[src/rtl/lcd_text_buffer_pkg.sv]
// Shared constants, state encoding and frame slot mapping for the LCD text buffer.
package lcd_text_pkg;
  localparam int         LCD_CHARS  = 32;
  localparam logic [7:0] CHAR_SPACE = 8'h20;

  typedef enum logic [1:0] {IDLE, CLEAR, PULSE, HOLD} state_e;

  // MSB of character slot k inside the 256-bit frame; slot 0 sits at the top.
  function automatic int slot_msb(input int k);
    return 255 - 8 * k;
  endfunction
endpackage

[src/rtl/lcd_text_buffer_if.sv]
// Character write port plus clear/commit request strobes.
interface lcd_text_buffer_if;
  logic       wr_valid;
  logic       wr_ready;
  logic [4:0] wr_addr;
  logic [7:0] wr_char;
  logic       clr_req;
  logic       commit;

  modport master (output wr_valid, wr_addr, wr_char, clr_req, commit, input wr_ready);
  modport slave  (input wr_valid, wr_addr, wr_char, clr_req, commit, output wr_ready);
endinterface

[src/rtl/lcd_text_buffer.sv]
// Working/displayed character buffers with commit-driven LCD restart and holdoff.
module lcd_text_buffer
  import lcd_text_pkg::*;
#(
  parameter int REFRESH_CYCLES = 96,
  parameter int RST_PULSE      = 2
) (
  input  logic                CLOCK,
  input  logic                ASYNC_RST,
  lcd_text_buffer_if.slave    bus,
  output logic [255:0]        frame,
  output logic                lcd_rst_n,
  output logic                busy
);
  localparam int HW = $clog2(REFRESH_CYCLES + 1);

  state_e          state_q, state_d;
  logic [4:0]      clr_cnt_q, clr_cnt_d;
  logic [3:0]      pls_cnt_q, pls_cnt_d;
  logic [HW-1:0]   hold_cnt_q, hold_cnt_d;
  logic            clr_pend_q, clr_pend_d;
  logic            cmt_pend_q, cmt_pend_d;
  logic [7:0]      wbuf_q  [LCD_CHARS];
  logic [7:0]      wbuf_d  [LCD_CHARS];
  logic [7:0]      frame_q [LCD_CHARS];
  logic            load_frame;
  logic            wr_ready_q, lcd_rst_n_q, busy_q;

  always_comb begin
    state_d    = state_q;
    clr_cnt_d  = clr_cnt_q;
    pls_cnt_d  = pls_cnt_q;
    hold_cnt_d = hold_cnt_q;
    clr_pend_d = clr_pend_q;
    cmt_pend_d = cmt_pend_q;
    wbuf_d     = wbuf_q;
    load_frame = 1'b0;

    if (bus.wr_valid && wr_ready_q)
      wbuf_d[bus.wr_addr] = bus.wr_char;

    if (state_q != IDLE) begin
      if (bus.clr_req) clr_pend_d = 1'b1;
      if (bus.commit)  cmt_pend_d = 1'b1;
    end

    case (state_q)
      IDLE: begin
        // Same-cycle clear+commit: clear first, commit parked as pending.
        if (bus.clr_req || clr_pend_q) begin
          state_d    = CLEAR;
          clr_cnt_d  = '0;
          clr_pend_d = 1'b0;
          if (bus.commit) cmt_pend_d = 1'b1;
        end else if (bus.commit || cmt_pend_q) begin
          state_d    = PULSE;
          pls_cnt_d  = '0;
          cmt_pend_d = 1'b0;
          load_frame = 1'b1;
        end
      end
      CLEAR: begin
        wbuf_d[clr_cnt_q] = CHAR_SPACE;
        clr_cnt_d         = clr_cnt_q + 5'd1;
        if (clr_cnt_q == 5'd31) begin
          if (cmt_pend_d) begin
            state_d    = PULSE;
            pls_cnt_d  = '0;
            cmt_pend_d = 1'b0;
            load_frame = 1'b1;
          end else begin
            state_d = IDLE;
          end
        end
      end
      PULSE: begin
        pls_cnt_d = pls_cnt_q + 4'd1;
        if (pls_cnt_q == 4'(RST_PULSE - 1)) begin
          state_d    = HOLD;
          hold_cnt_d = '0;
        end
      end
      HOLD: begin
        hold_cnt_d = hold_cnt_q + HW'(1);
        if (hold_cnt_q == HW'(REFRESH_CYCLES - 1)) begin
          if (clr_pend_d) begin
            state_d    = CLEAR;
            clr_cnt_d  = '0;
            clr_pend_d = 1'b0;
          end else if (cmt_pend_d) begin
            state_d    = PULSE;
            pls_cnt_d  = '0;
            cmt_pend_d = 1'b0;
            load_frame = 1'b1;
          end else begin
            state_d = IDLE;
          end
        end
      end
      default: state_d = IDLE;
    endcase
  end

  // Reset lands in PULSE so the controller re-initialises to a blank screen.
  always_ff @(posedge CLOCK or negedge ASYNC_RST) begin
    if (!ASYNC_RST) begin
      state_q     <= PULSE;
      clr_cnt_q   <= '0;
      pls_cnt_q   <= '0;
      hold_cnt_q  <= '0;
      clr_pend_q  <= 1'b0;
      cmt_pend_q  <= 1'b0;
      wr_ready_q  <= 1'b0;
      lcd_rst_n_q <= 1'b0;
      busy_q      <= 1'b1;
      for (int i = 0; i < LCD_CHARS; i++) begin
        wbuf_q[i]  <= CHAR_SPACE;
        frame_q[i] <= CHAR_SPACE;
      end
    end else begin
      state_q     <= state_d;
      clr_cnt_q   <= clr_cnt_d;
      pls_cnt_q   <= pls_cnt_d;
      hold_cnt_q  <= hold_cnt_d;
      clr_pend_q  <= clr_pend_d;
      cmt_pend_q  <= cmt_pend_d;
      wr_ready_q  <= (state_d == IDLE) || (state_d == HOLD);
      lcd_rst_n_q <= (state_d != PULSE);
      busy_q      <= (state_d != IDLE);
      wbuf_q      <= wbuf_d;
      if (load_frame) frame_q <= wbuf_d;
    end
  end

  for (genvar k = 0; k < LCD_CHARS; k++) begin : g_slot
    assign frame[slot_msb(k) -: 8] = frame_q[k];
  end

  assign bus.wr_ready = wr_ready_q;
  assign lcd_rst_n    = lcd_rst_n_q;
  assign busy         = busy_q;
endmodule

[src/flat_wrapper.sv]
// flat-port wrapper written by rule: the top's interface ports become plain ports
module lcd_text_buffer_flat import lcd_text_pkg::*;
#(
  parameter int REFRESH_CYCLES = 96,
  parameter int RST_PULSE      = 2
)
  (CLOCK, ASYNC_RST, frame, lcd_rst_n, busy, bus_wr_valid, bus_wr_addr, bus_wr_char, bus_clr_req, bus_commit, bus_wr_ready);
  lcd_text_buffer_if bus_i ();
  input  logic CLOCK;
  input  logic ASYNC_RST;
  output logic [255:0] frame;
  output logic lcd_rst_n;
  output logic busy;
  input wire logic [$bits(bus_i.wr_valid)-1:0] bus_wr_valid;
  input wire logic [$bits(bus_i.wr_addr)-1:0] bus_wr_addr;
  input wire logic [$bits(bus_i.wr_char)-1:0] bus_wr_char;
  input wire logic [$bits(bus_i.clr_req)-1:0] bus_clr_req;
  input wire logic [$bits(bus_i.commit)-1:0] bus_commit;
  output wire logic [$bits(bus_i.wr_ready)-1:0] bus_wr_ready;
  assign bus_i.wr_valid = bus_wr_valid;
  assign bus_i.wr_addr = bus_wr_addr;
  assign bus_i.wr_char = bus_wr_char;
  assign bus_i.clr_req = bus_clr_req;
  assign bus_i.commit = bus_commit;
  assign bus_wr_ready = bus_i.wr_ready;
  lcd_text_buffer #(.REFRESH_CYCLES(REFRESH_CYCLES), .RST_PULSE(RST_PULSE)) u_core (.CLOCK(CLOCK), .ASYNC_RST(ASYNC_RST), .bus(bus_i), .frame(frame), .lcd_rst_n(lcd_rst_n), .busy(busy));
endmodule
[config.mk]
export PLATFORM = sky130hd
export DESIGN_NAME = lcd_text_buffer_flat
export DESIGN_NICKNAME = d
export VERILOG_FILES = /design/src/rtl/lcd_text_buffer_pkg.sv /design/src/rtl/lcd_text_buffer_if.sv /design/src/rtl/lcd_text_buffer.sv /design/src/flat_wrapper.sv
export SDC_FILE = /design/constraint.sdc
export NUM_CORES = 1
export LEC_CHECK = 0
export BUFFER_PORTS_ARGS = -buffer_cell sky130_fd_sc_hd__buf_2
export CAP_MARGIN = 0
export CORE_MARGIN = 2
export CORE_UTILIZATION = 25
export CTS_CLUSTER_DIAMETER = 200
export CTS_CLUSTER_SIZE = 14
export DETAILED_ROUTE_END_ITERATION = 8
export REMOVE_ABC_BUFFERS = 1
export SETUP_SLACK_MARGIN = 0.4
export SYNTH_ARGS = -nofsm -noshare
export SYNTH_HDL_FRONTEND = slang
export SYNTH_SLANG_ARGS = --single-unit
[constraint.sdc]
create_clock -name CLOCK -period 6.6 [get_ports CLOCK]
set_input_delay 1.32 -clock CLOCK [delete_from_list [all_inputs] [get_ports CLOCK]]
set_output_delay 1.32 -clock CLOCK [all_outputs]
set_load 0.03 [all_outputs]
==> flow_summary.yaml <==
critical_path:
  path_buf_inv: 1
  r2r_slack_ps: 3470
  path_class: "register to register"
  reg2reg_to: "u_core.frame[46]"
  crit_family: "simple AND/OR/NAND/NOR gates"
  crit_arrival_ps: 3590
  worst_path_max_delay_cell: "nor2_1"
  endpoint_kind: "register"
  cp.required_ps: 7060
  cp_max_fo: 17
  path_common_cell: "nor2_1"
  start_kind: "register"
  critPathMaxStageDelay_ps: 740
  path_cells: "inv_1, ha_1, nand3_1, nor2_1, nor2_1, mux2_1"
  r2r_cells: 6
  reg2reg_from: "u_core.state_q[1]"
place:
  gp_congestion: 0.742
  io_buffers: 276
  dp_hpwl_um: 40900
power_and_ir_drop:
  p_int_mw: 6.77
  peakVddDrop_mv: 0.245
  p_clk_share_pct: 23.2
  swShare_pct: 37.9
  powerDensity_mw_per_mm2: 424
  totalPowerFinal_mw: 10.9
  pwr-share-comb_pct: 32.4
  power_leakage_nw: 12.2
  p_switching_mw: 4.13
  p_seq_share_pct: 44.3
timing:
  relSlewSlack_pct: 31.5
  final_max_slew_viol_count: 0
  max_freq_ghz: 0.319
  fin_skew_ps: 27.1
  finalCritPeriodShare_pct: 47.4
  period_minus_slack_ps: 3130
  finalSetupViolations: 0
  whs_ps: 479
  rsz0062_at_grt: "false"
  worstMarginPinSlew_ps: 1030
  hold_viol: 0
  finalSetupTns_ps: 0
global_routing:
  grt_max_degree: 164
  antenna_found_initial: 7
  grt_pass1_vias: 14000
  grt_pass1_wl_um: 95300
  grt_util_all_layers_pct: 14.0
  grt-ovfl-total: 0
clocking:
  clock-sinks: 535
  path_clk_slew_ps: 80
  clockBufferDepth: 3
  clock_latency_ps: 590
  root_buffer: "clkbuf_16"
  tritoncts: "done"
  htreeDepth: 2
  cts_setup_buffers: 0
  cts_buffers: 44
  hold_buffers: 0
  cts_resized: 0
route:
  drc: 0
  drtPass1Iterations: 5
  wl_per_cell_um: 20.2
  drt_iter0_markers: 951
  dr_total_vias: 14200
  final_antenna_net_count: 0
  finalWirelength_um: 64400
  via_per_inst: 4.47
hold_path:
  whs_endpoint: "u_core.frame[43]"
  hp-start: "u_core.frame[43]"
  hold_path.class: "register to register"
  whs_path_depth: 1
final_layout:
  area.growth.synth_to_final_pct: 16.9
  drive_above_1_share_pct: 23.2
  nets: 2024
  utilization_pct: 29.6
  nFillCells: 8961
yosys:
  synthXorXnorAreaFrac_pct: 0.119
  synth_simple_gate_area_share_pct: 10.7
  synth-main-ff-cell: "dfrtp_1"
  synth_top_family_by_area: "multiplexers"
  synth_area_mm2: 0.0220
  synth_mux_area_share_pct: 19.6
  synthArstFlopShare_pct: 100
  synth.distinct_cells: 59
  synthAdderAreaFrac_pct: 0.841
  synth_seq_cells: 535
  syn-mean-instance-area_um2: 12.7
  synthCells: 1738
  synth-edff-count: 0
  ys_seq_area_share_pct: 61.2
  synth_warnings: 0
  synth-compound-area-share_pct: 4.33
floorplanning:
  ios: 277
  rows: 108
  dieArea_mm2: 0.0905
  dieHeight_um: 301
  initial_core_util_pct: 25.3
  die_x_um: 301
  core_area_mm2: 0.0870
outcome:
  outcome: "finished clean"
job:
  drv_cap: 0
power groups by stage:
| stage | Clock (mW) | Sequential (mW) | Combinational [mW] |
|---|---|---|---|
| floorplan | 0 | 5.87 | 1.34 |
| global placement | 0 | 4.87 | 3.54 |
| detailed placement | 0 | 4.89 | 3.59 |
| CTS | 2.66 | 4.84 | 3.60 |
| global route | 2.78 | 4.95 | 3.85 |
| finish | 2.53 | 4.83 | 3.54 |
placed cells by master (no fill, tap or decap), drive strengths merged, types with 3 or more instances in the layout:
| master | synthesis | final |
|---|---|---|
| buf | 72 | 303 |
| nand2b | 6 | 6 |
| nor3b | 3 | 3 |
| nand3 | 124 | 124 |
| dfrtp | 469 | 469 |
| dfstp | 66 | 66 |
| o31ai | 4 | 4 |
| ha | 14 | 14 |
| clkbuf | 23 | 79 |
| inv | 13 | 15 |
| or2 | 4 | 4 |
| o21ai | 46 | 46 |
| nand3b | 3 | 3 |
| mux2i | 144 | 144 |
| nor3 | 6 | 6 |
| nand2 | 158 | 158 |
| a21oi | 121 | 121 |
| nor2 | 172 | 172 |
| mux2 | 256 | 256 |
| nand4b | 3 | 3 |
per-stage QoR:
step	worst slack [ps]	cell area [um2]	instances
4_1_cts	3320	25700	3183
3_3_place_gp	2910	24400	3101
2_1_floorplan	-209	21400	1643
3_5_place_dp	2890	24400	3101
5_1_grt	3110	25700	3183
6_report	3470	25700	3184
how the worst max path moves through the flow:
stage,startpoint,endpoint,cells past startpoint
floorplan,bus_clr_req,u_core.frame[15],4
global placement,bus_wr_addr[2],u_core.frame[205],7
detailed placement,bus_wr_addr[2],u_core.frame[205],7
CTS,u_core.state_q[1],u_core.frame[73],6
global route,u_core.state_q[1],u_core.frame[43],6
finish,u_core.state_q[1],u_core.frame[46],6
cell usage after synthesis, types with 2 or more instances:
cell type / count / share of area (%)
buf_1: 8 / 0.14
nand2_1: 158 / 2.7
nand3_1: 123 / 2.8
buf_6: 15 / 0.77
a21oi_1: 119 / 2.7
xnor2_1: 2 / 0.080
clkbuf_1: 23 / 0.39
nand2b_1: 6 / 0.17
nand3b_4: 3 / 0.27
mux2_1: 240 / 12
o21ai_1: 3 / 0.068
buf_2: 32 / 0.73
nand4b_2: 3 / 0.20
buf_4: 5 / 0.17
or2_2: 2 / 0.057
nor3b_2: 3 / 0.17
o31ai_1: 4 / 0.14
buf_8: 12 / 0.82
nor2_1: 153 / 2.6
dfrtp_1: 469 / 53
mux2_2: 16 / 0.82
and4b_1: 2 / 0.091
o21ai_0: 43 / 0.98
or2_1: 2 / 0.057
or3_1: 2 / 0.057
nor3_1: 5 / 0.11
and2_1: 2 / 0.057
nor2_4: 8 / 0.41
mux2i_1: 144 / 6.5
nor2_2: 11 / 0.31
dfstp_2: 66 / 7.9
nand4bb_1: 2 / 0.10
ha_1: 14 / 0.80
nor2b_1: 2 / 0.057
inv_1: 12 / 0.20
worst reg2reg max path, delay by kind of cell, from the launching register on:
kind                       cells  cell delay (ps)
muxes                          1              330
DFF                            1              390
adders and majority gates      1              530
buffers and inverters          1              110
and+or+nand+nor                3             1640
layer usage:
metal  vias up  part of all wire (%)  track usage (%)  routed length [um]
met5         -                 0.033                0                  21
met4         4                   2.3             3.33                1460
met2       384                    45             21.4               28700
li1       6508                     -                -                   -
met1      7238                    46             19.8               29800
met3        84                   6.8             3.72                4390
registers in the layout, summed over array words and instances, names as in the netlist:
name                 count
u_core.frame           256
u_core.state_q           2
u_core.pls_cnt_q         4
u_core.clr_pend_q        1
u_core.hold_cnt_q        7
u_core.wbuf_q          256
u_core.bus.wr_ready      1
u_core.cmt_pend_q        1
u_core.busy              1
u_core.lcd_rst_n         1
u_core.clr_cnt_q         5
layout make-up:
type                    instances  area (um2)  area share (%)
clock inverters                 3        33.8           0.131
multi-input cells            1095        7870            30.6
well taps                    1155        1450            5.61
clock buffers                  79        1250            4.87
flip-flops and latches        535       13500            52.3
inverters                      13        48.8           0.190
repair buffers                303        1620            6.29
diodes                          1        2.50         0.00972
cells by family (layout without fill, tap and decap cells):
family                     count (synthesis)  count (layout)
other                                      0               1
DFF                                      535             535
AOI/OAI and AO/OA                        179             179
buffers and inverters                    108             398
and+or+nand+nor                          498             498
adders and majority gates                 15              15
xor gates and xnor gates                   3               3
muxes                                    400             400
No activity file was read; power rests on OpenSTA's default activity.
